$ cat src/rtl/cpu_hart_ctrl_pkg.sv
// Shared types for the multi-hart boot and run-control block.
package cpu_hart_ctrl_pkg;

    typedef enum logic [1:0] {
        HART_OFF = 2'b00,
        HART_RST = 2'b01,
        HART_RUN = 2'b10
    } hart_state_e;

    function automatic int hart_idx_w(input int num_harts);
        return (num_harts > 1) ? $clog2(num_harts) : 1;
    endfunction

endpackage

$ cat src/rtl/cpu_hart_fsm.sv
// Per-hart run-control FSM: OFF -> RST (timed hold) -> RUN, with soft reset and stop.
module cpu_hart_fsm
    import cpu_hart_ctrl_pkg::*;
#(
    parameter int unsigned RST_CYCLES = 4
) (
    input  logic        clk_i,
    input  logic        rst_ni,
    input  logic        slot_i,
    input  logic        srst_i,
    input  logic        stop_i,
    output hart_state_e state_o,
    output logic        rst_no,
    output logic        fe_o
);

    localparam int unsigned CNT_W = $clog2(RST_CYCLES + 1);
    localparam logic [CNT_W-1:0] CNT_LOAD = CNT_W'(RST_CYCLES - 1);

    hart_state_e      state_q, state_d;
    logic [CNT_W-1:0] cnt_q, cnt_d;
    logic             rst_n_q, rst_n_d;
    logic             fe_q, fe_d;

    // NOTE: sequential state uses non-blocking assignments so every register samples pre-edge values.
    always_ff @(posedge clk_i or negedge rst_ni) begin
        if (!rst_ni) begin
            state_q <= HART_OFF;
            cnt_q   <= '0;
            rst_n_q <= 1'b0;
            fe_q    <= 1'b0;
        end else begin
            state_q <= state_d;
            cnt_q   <= cnt_d;
            rst_n_q <= rst_n_d;
            fe_q    <= fe_d;
        end
    end

    // NOTE: defaults first so every path assigns every signal and no latch is inferred.
    always_comb begin
        state_d = state_q;
        cnt_d   = cnt_q;
        if (stop_i) begin
            state_d = HART_OFF;
            cnt_d   = '0;
        end else begin
            case (state_q)
                HART_OFF: begin
                    if (slot_i) begin
                        state_d = HART_RST;
                        cnt_d   = CNT_LOAD;
                    end
                end
                HART_RST: begin
                    if (srst_i)             cnt_d   = CNT_LOAD;
                    else if (cnt_q == '0)   state_d = HART_RUN;
                    else                    cnt_d   = cnt_q - CNT_W'(1);
                end
                HART_RUN: begin
                    if (srst_i) begin
                        state_d = HART_RST;
                        cnt_d   = CNT_LOAD;
                    end
                end
                default: begin
                    state_d = HART_OFF;
                    cnt_d   = '0;
                end
            endcase
        end
    end

    // Decoded from the next state so the pins move in the same cycle as state_o.
    always_comb begin
        rst_n_d = (state_d == HART_RUN);
        fe_d    = (state_d == HART_RUN);
    end

    assign state_o = state_q;
    assign rst_no  = rst_n_q;
    assign fe_o    = fe_q;

endmodule

$ cat src/rtl/cpu_hart_ctrl.sv
// Multi-hart boot/run control: staggered start sequencer, per-hart FSMs and all-asleep filter.
module cpu_hart_ctrl
    import cpu_hart_ctrl_pkg::*;
#(
    parameter int unsigned NUM_HARTS        = 2,
    parameter logic [31:0] BOOT_ADDR        = 32'h180,
    parameter logic [31:0] HART_BOOT_STRIDE = 32'h0,
    parameter int unsigned RST_CYCLES       = 4,
    parameter int unsigned RELEASE_GAP      = 8,
    parameter int unsigned SLEEP_FILTER     = 16
) (
    input  logic                    clk_i,
    input  logic                    rst_ni,
    input  logic                    start_i,
    input  logic [NUM_HARTS-1:0]    hart_en_i,
    input  logic [NUM_HARTS-1:0]    hart_srst_i,
    input  logic [NUM_HARTS-1:0]    hart_stop_i,
    input  logic [NUM_HARTS-1:0]    core_sleep_i,
    output logic [NUM_HARTS-1:0]    hart_rst_no,
    output logic [NUM_HARTS-1:0]    fetch_enable_o,
    output logic [NUM_HARTS*32-1:0] boot_addr_o,
    output logic [NUM_HARTS*32-1:0] hart_id_o,
    output logic [NUM_HARTS*2-1:0]  hart_state_o,
    output logic                    busy_o,
    output logic                    all_sleep_o
);

    localparam int unsigned IDX_W = $clog2(NUM_HARTS + 1);
    localparam int unsigned GAP_W = $clog2(RELEASE_GAP + 1);
    localparam int unsigned SLP_W = $clog2(SLEEP_FILTER + 1);
    localparam logic [GAP_W-1:0] GAP_LOAD = GAP_W'(RELEASE_GAP - 1);

    logic             busy_q, busy_d;
    logic [IDX_W-1:0] idx_q, idx_d;
    logic [GAP_W-1:0] gap_q, gap_d;
    logic [SLP_W-1:0] slp_q, slp_d;
    logic             all_sleep_q, all_sleep_d;
    logic             fire;
    logic [IDX_W-1:0] fire_idx;
    logic [NUM_HARTS-1:0] slot;
    hart_state_e      hart_state [NUM_HARTS];
    logic             any_run, any_rst, run_awake, sleep_cond;

    always_ff @(posedge clk_i or negedge rst_ni) begin
        if (!rst_ni) begin
            busy_q      <= 1'b0;
            idx_q       <= '0;
            gap_q       <= '0;
            slp_q       <= '0;
            all_sleep_q <= 1'b0;
        end else begin
            busy_q      <= busy_d;
            idx_q       <= idx_d;
            gap_q       <= gap_d;
            slp_q       <= slp_d;
            all_sleep_q <= all_sleep_d;
        end
    end

    // A slot is fired one cycle early so the hart shows RST in the slot cycle itself;
    // after the last slot the gap is zeroed so busy drops one cycle later.
    always_comb begin
        fire     = 1'b0;
        fire_idx = '0;
        busy_d   = busy_q;
        idx_d    = idx_q;
        gap_d    = gap_q;
        if (!busy_q) begin
            if (start_i) begin
                fire   = 1'b1;
                busy_d = 1'b1;
                idx_d  = IDX_W'(1);
                gap_d  = (NUM_HARTS == 1) ? '0 : GAP_LOAD;
            end
        end else if (gap_q != '0) begin
            gap_d = gap_q - GAP_W'(1);
        end else if (idx_q == IDX_W'(NUM_HARTS)) begin
            busy_d = 1'b0;
            idx_d  = '0;
        end else begin
            fire     = 1'b1;
            fire_idx = idx_q;
            idx_d    = idx_q + IDX_W'(1);
            gap_d    = (idx_q == IDX_W'(NUM_HARTS - 1)) ? '0 : GAP_LOAD;
        end
    end

    for (genvar k = 0; k < NUM_HARTS; k++) begin : g_hart
        assign slot[k] = fire & (fire_idx == IDX_W'(k)) & hart_en_i[k];

        cpu_hart_fsm #(.RST_CYCLES(RST_CYCLES)) u_fsm (
            .clk_i  (clk_i),
            .rst_ni (rst_ni),
            .slot_i (slot[k]),
            .srst_i (hart_srst_i[k]),
            .stop_i (hart_stop_i[k]),
            .state_o(hart_state[k]),
            .rst_no (hart_rst_no[k]),
            .fe_o   (fetch_enable_o[k])
        );

        assign hart_state_o[2*k +: 2] = hart_state[k];
        assign boot_addr_o[32*k +: 32] = BOOT_ADDR + 32'(k) * HART_BOOT_STRIDE;
        assign hart_id_o[32*k +: 32]   = 32'(k);
    end

    // Asleep only counts while something runs, all runners sleep, and nothing is mid-reset.
    always_comb begin
        any_run   = 1'b0;
        any_rst   = 1'b0;
        run_awake = 1'b0;
        for (int k = 0; k < NUM_HARTS; k++) begin
            if (hart_state[k] == HART_RUN) begin
                any_run = 1'b1;
                if (!core_sleep_i[k]) run_awake = 1'b1;
            end
            if (hart_state[k] == HART_RST) any_rst = 1'b1;
        end
        sleep_cond = any_run & ~run_awake & ~any_rst;
        if (!sleep_cond)                          slp_d = '0;
        else if (slp_q == SLP_W'(SLEEP_FILTER))   slp_d = slp_q;
        else                                      slp_d = slp_q + SLP_W'(1);
        all_sleep_d = (slp_d == SLP_W'(SLEEP_FILTER));
    end

    assign busy_o      = busy_q;
    assign all_sleep_o = all_sleep_q;

endmodule

$ cat config.mk
export PLATFORM = sky130hd
export DESIGN_NAME = cpu_hart_ctrl
export DESIGN_NICKNAME = d
export VERILOG_FILES = /design/src/rtl/cpu_hart_ctrl_pkg.sv /design/src/rtl/cpu_hart_fsm.sv /design/src/rtl/cpu_hart_ctrl.sv
export SDC_FILE = /design/constraint.sdc
export NUM_CORES = 1
export LEC_CHECK = 0
export ABC_CLOCK_PERIOD_IN_PS = 2100
export CORE_UTILIZATION = 35
export CTS_CLUSTER_SIZE = 16
export DETAILED_ROUTE_END_ITERATION = 12
export GPL_TIMING_DRIVEN = 0
export PLACE_DENSITY_LB_ADDON = 0.12
export SYNTH_ARGS = -nofsm -noshare
export SYNTH_HDL_FRONTEND = slang
export SYNTH_HIERARCHICAL = 1
export SYNTH_SLANG_ARGS = --single-unit
$ cat constraint.sdc
create_clock -name clk_i -period 2.1 [get_ports clk_i]
set_input_delay 0.315 -clock clk_i [delete_from_list [all_inputs] [get_ports clk_i]]
set_output_delay 0.315 -clock clk_i [all_outputs]
set_load 0.005 [all_outputs]
==> flow_summary.yaml <==
outcome:
  outcome: "completed"
synth:
  ys_ff_latch: 25
  yosysMostFrequentCell: "buf_4"
  yosys.area.top_type: "buf_4"
  synth_edf_count: 0
  synthesis.area_um2: 2555
  synth_common_cells: "buf_4, dfrtp_1, inv_1, nor2_1, nor2b_1"
  synth_top_area_frac: 0.3820
  synth-main-ff-cell: "dfrtp_1"
  yosys_warnings: 6
  ys_seq_area_frac: 0.2449
  netlist_instances: 286
  async_reset_ff_frac: 1.000
  synth_area_leaders: "buf_4, dfrtp_1, ha_1"
  synth.avg_cell_area_um2: 8.933
  yosysUniqueCellTypes: 44
placed_design:
  gp_congestion: 0.8131
  portBuffers: 20
  hpwl_um: 3365
  dpl_worst_slack_ns: -0.3633
  dpl_cell_area_um2: 3354
routing:
  vias_per_cell: 3.408
  routedWlPerCell_um: 7.814
  firstDrtPassIters: 4
  drc_errors: 0
  ant_nets: 0
  vias: 1864
  drt_iter0_drc: 22
  drt-total-wl_um: 4274
critical_path:
  cp.required_ns: 2.26
  crit_fanout: 3
  crit_type: "reg2reg"
  end_kind: "register"
  cp.arrival_ns: 2.26
  crit_chain: "inv_2 -> ha_4 -> nor3b_4 -> nand2_2 -> nor3_4 -> o21a_1 -> nor2b_4 -> a2111oi_4 -> a21oi_2 -> mux2_4"
  cp_slowest_cell: "dfrtp_1"
  cp-start-kind: "register"
  cpPeakStageDelay_ns: 0.40
clock_tree:
  cts_root_buffer: "clkbuf_8"
  cts_buffer_depth: 2
  ctsHoldBuffers: 0
  cts_buffers: 3
  cts_tree: "done"
  clk_pin_slew_ns: 0.09
  htree_num_levels: 1
  insertion_delay_ns: 0.27
  clock_sinks: 25
global_route:
  grt_pass1_wl_um: 6437
  antenna_found_initial: 0
  track_usage: 0.1048
  grt_max_degree: 26
  grt-ovfl-total: 0
  grt_pass1_vias: 1546
timing:
  maxSlewViolCount: 0
  setup_ws_ns: 0.003740
  setup_viol: 0
  finalHoldViolCount: 0
  skew_ns: 0.002224
  tightest_slew_ns: 0.5836
  slew_headroom: 0.6110
  min_period_ns: 2.096
  max_clock_freq_mhz: 477.0
  rsz0062_at_grt: "true"
  fin_crit_sh: 0.9982
power:
  powerDensity_nw_per_um2: 545.6
  ir_worst_vdd_mv: 0.2927
  total_leakage_power_nw: 2.059
  p_total_mw: 1.946
floorplanning:
  pin_count: 149
  die_x_um: 87.44
  start_util: 0.3699
  core_area_um2: 6907
  die_height_um: 87.44
  die_area_um2: 7646
  rows: 30
final_layout:
  syn2layout_area_growth_pct: 39.57
  fin_nets: 471
  insertedDiodeCount: 0
  drive_gt1_frac: 0.3858
  post-route-cell-area_um2: 3566
run:
  cap_violations: 0
worst_hold_path:
  min_path_type: "in2async"
[stage by stage]
| stage | utilization | std cells | hold slack, ns | setup TNS (ns) |
|---|---|---|---|---|
| finish | 0.5163 | 547 | 0.03010 | 0 |
| global route | 0.5163 | 547 | 0.08398 | -0.2174 |
| CTS | 0.5109 | 544 | 0.5003 | -0.1505 |
| detailed placement | 0.4857 | 528 | 0.4759 | -1.416 |
| global placement | 0.4857 | 528 | 0.4733 | -1.257 |
| floorplan | - | 412 | 0.01941 | 0 |
[final cells by class]
type / count / area (um^2)
Fill cell: 676 / 3341
Multi-Input combinational cell: 240 / 1410
Buffer: 134 / 1008
Sequential cell: 25 / 625.6
Timing Repair Buffer: 35 / 307.8
Tap cell: 96 / 120.1
Inverter: 13 / 48.80
Clock buffer: 4 / 45.04
[cells in the final DEF (no fill, tap or decap), types with 3 or more instances in the layout]
| master | count |
|---|---|
| dfrtp_1 | 25 |
| conb_1 | 128 |
| nor3_1 | 6 |
| a21oi_1 | 8 |
| buf_2 | 3 |
| inv_1 | 11 |
| nand3_1 | 4 |
| nor2_1 | 12 |
| clkdlybuf4s50_1 | 19 |
| buf_4 | 145 |
| o21ai_0 | 5 |
| clkbuf_8 | 3 |
| nand2_1 | 5 |
| ha_1 | 7 |
| nor2b_1 | 10 |
| o21a_1 | 5 |
| a21o_1 | 4 |
| mux2_4 | 4 |
[sequential cells by signal, indices dropped and copies added (netlist names)]
name                  flops
busy_o                    1
g_hart.u_fsm/cnt_q        6
slp_q                     5
all_sleep_o               1
gap_q                     4
g_hart.u_fsm/state_o      4
g_hart.u_fsm/fe_o         2
idx_q                     2
[kinds of logic after synthesis]
kind of cell,synth area share
other,0.002939
adders and majority gates,0.03918
muxes,0.01763
xor gates and xnor gates,0.01029
DFF,0.2449
AOI/OAI and AO/OA,0.1175
and+or+nand+nor,0.1538
buffers and inverters,0.4138
[path summary, 6_finish.rpt]
check	startpoint	endpoint	slack (ns)	cells after the start
max in group asynchronous	rst_ni	g_hart[0].u_fsm/fe_o	1.68	1
min in group clk_i	g_hart[0].u_fsm/cnt_q[1]	g_hart[0].u_fsm/cnt_q[1]	0.52	1
hold / removal	rst_ni	slp_q[0]	0.03	1
setup / recovery	gap_q[0]	g_hart[0].u_fsm/cnt_q[0]	0.004	10
setup reg to reg	gap_q[0]	g_hart[0].u_fsm/cnt_q[0]	0.004	10
hold reg to reg	g_hart[0].u_fsm/cnt_q[1]	g_hart[0].u_fsm/cnt_q[1]	0.52	1
[layer usage]
| metal | vias to the layer above | share of wire | GRT usage |
|---|---|---|---|
| met1 | 763 | 0.42 | 0.1225 |
| met2 | 81 | 0.49 | 0.1932 |
| met3 | 0 | 0.085 | 0.03318 |
| met4 | 0 | 0 | 0.008942 |
| li1 | 1020 | - | - |
| met5 | - | 0 | 0 |
[worst max-delay path, delay by kind of cell, from the launching register on]
kind / cells / cell delay, ns
buffers and inverters: 1 / 0.08
AO/OA/AOI/OAI: 3 / 0.39
multiplexers: 1 / 0.32
adder cells (fa/ha/maj): 1 / 0.13
flip-flops: 1 / 0.40
AND/OR/NAND/NOR: 4 / 0.68
[report_power, final]
| part | internal, mW | switching (mW) |
|---|---|---|
| sequential | 0.571 | 0.113 |
| clock | 0.136 | 0.160 |
| combinational | 0.564 | 0.402 |
| total | 1.27 | 0.675 |
[timing repair]
| action | in CTS | in global routing |
|---|---|---|
| endpoints found under the setup margin | 7 | 6 |
| buffers inserted | 12 | 3 |
| pin swaps | 5 | 4 |
| resized for setup | 10 | 5 |
(Power assumes the default switching activity.)
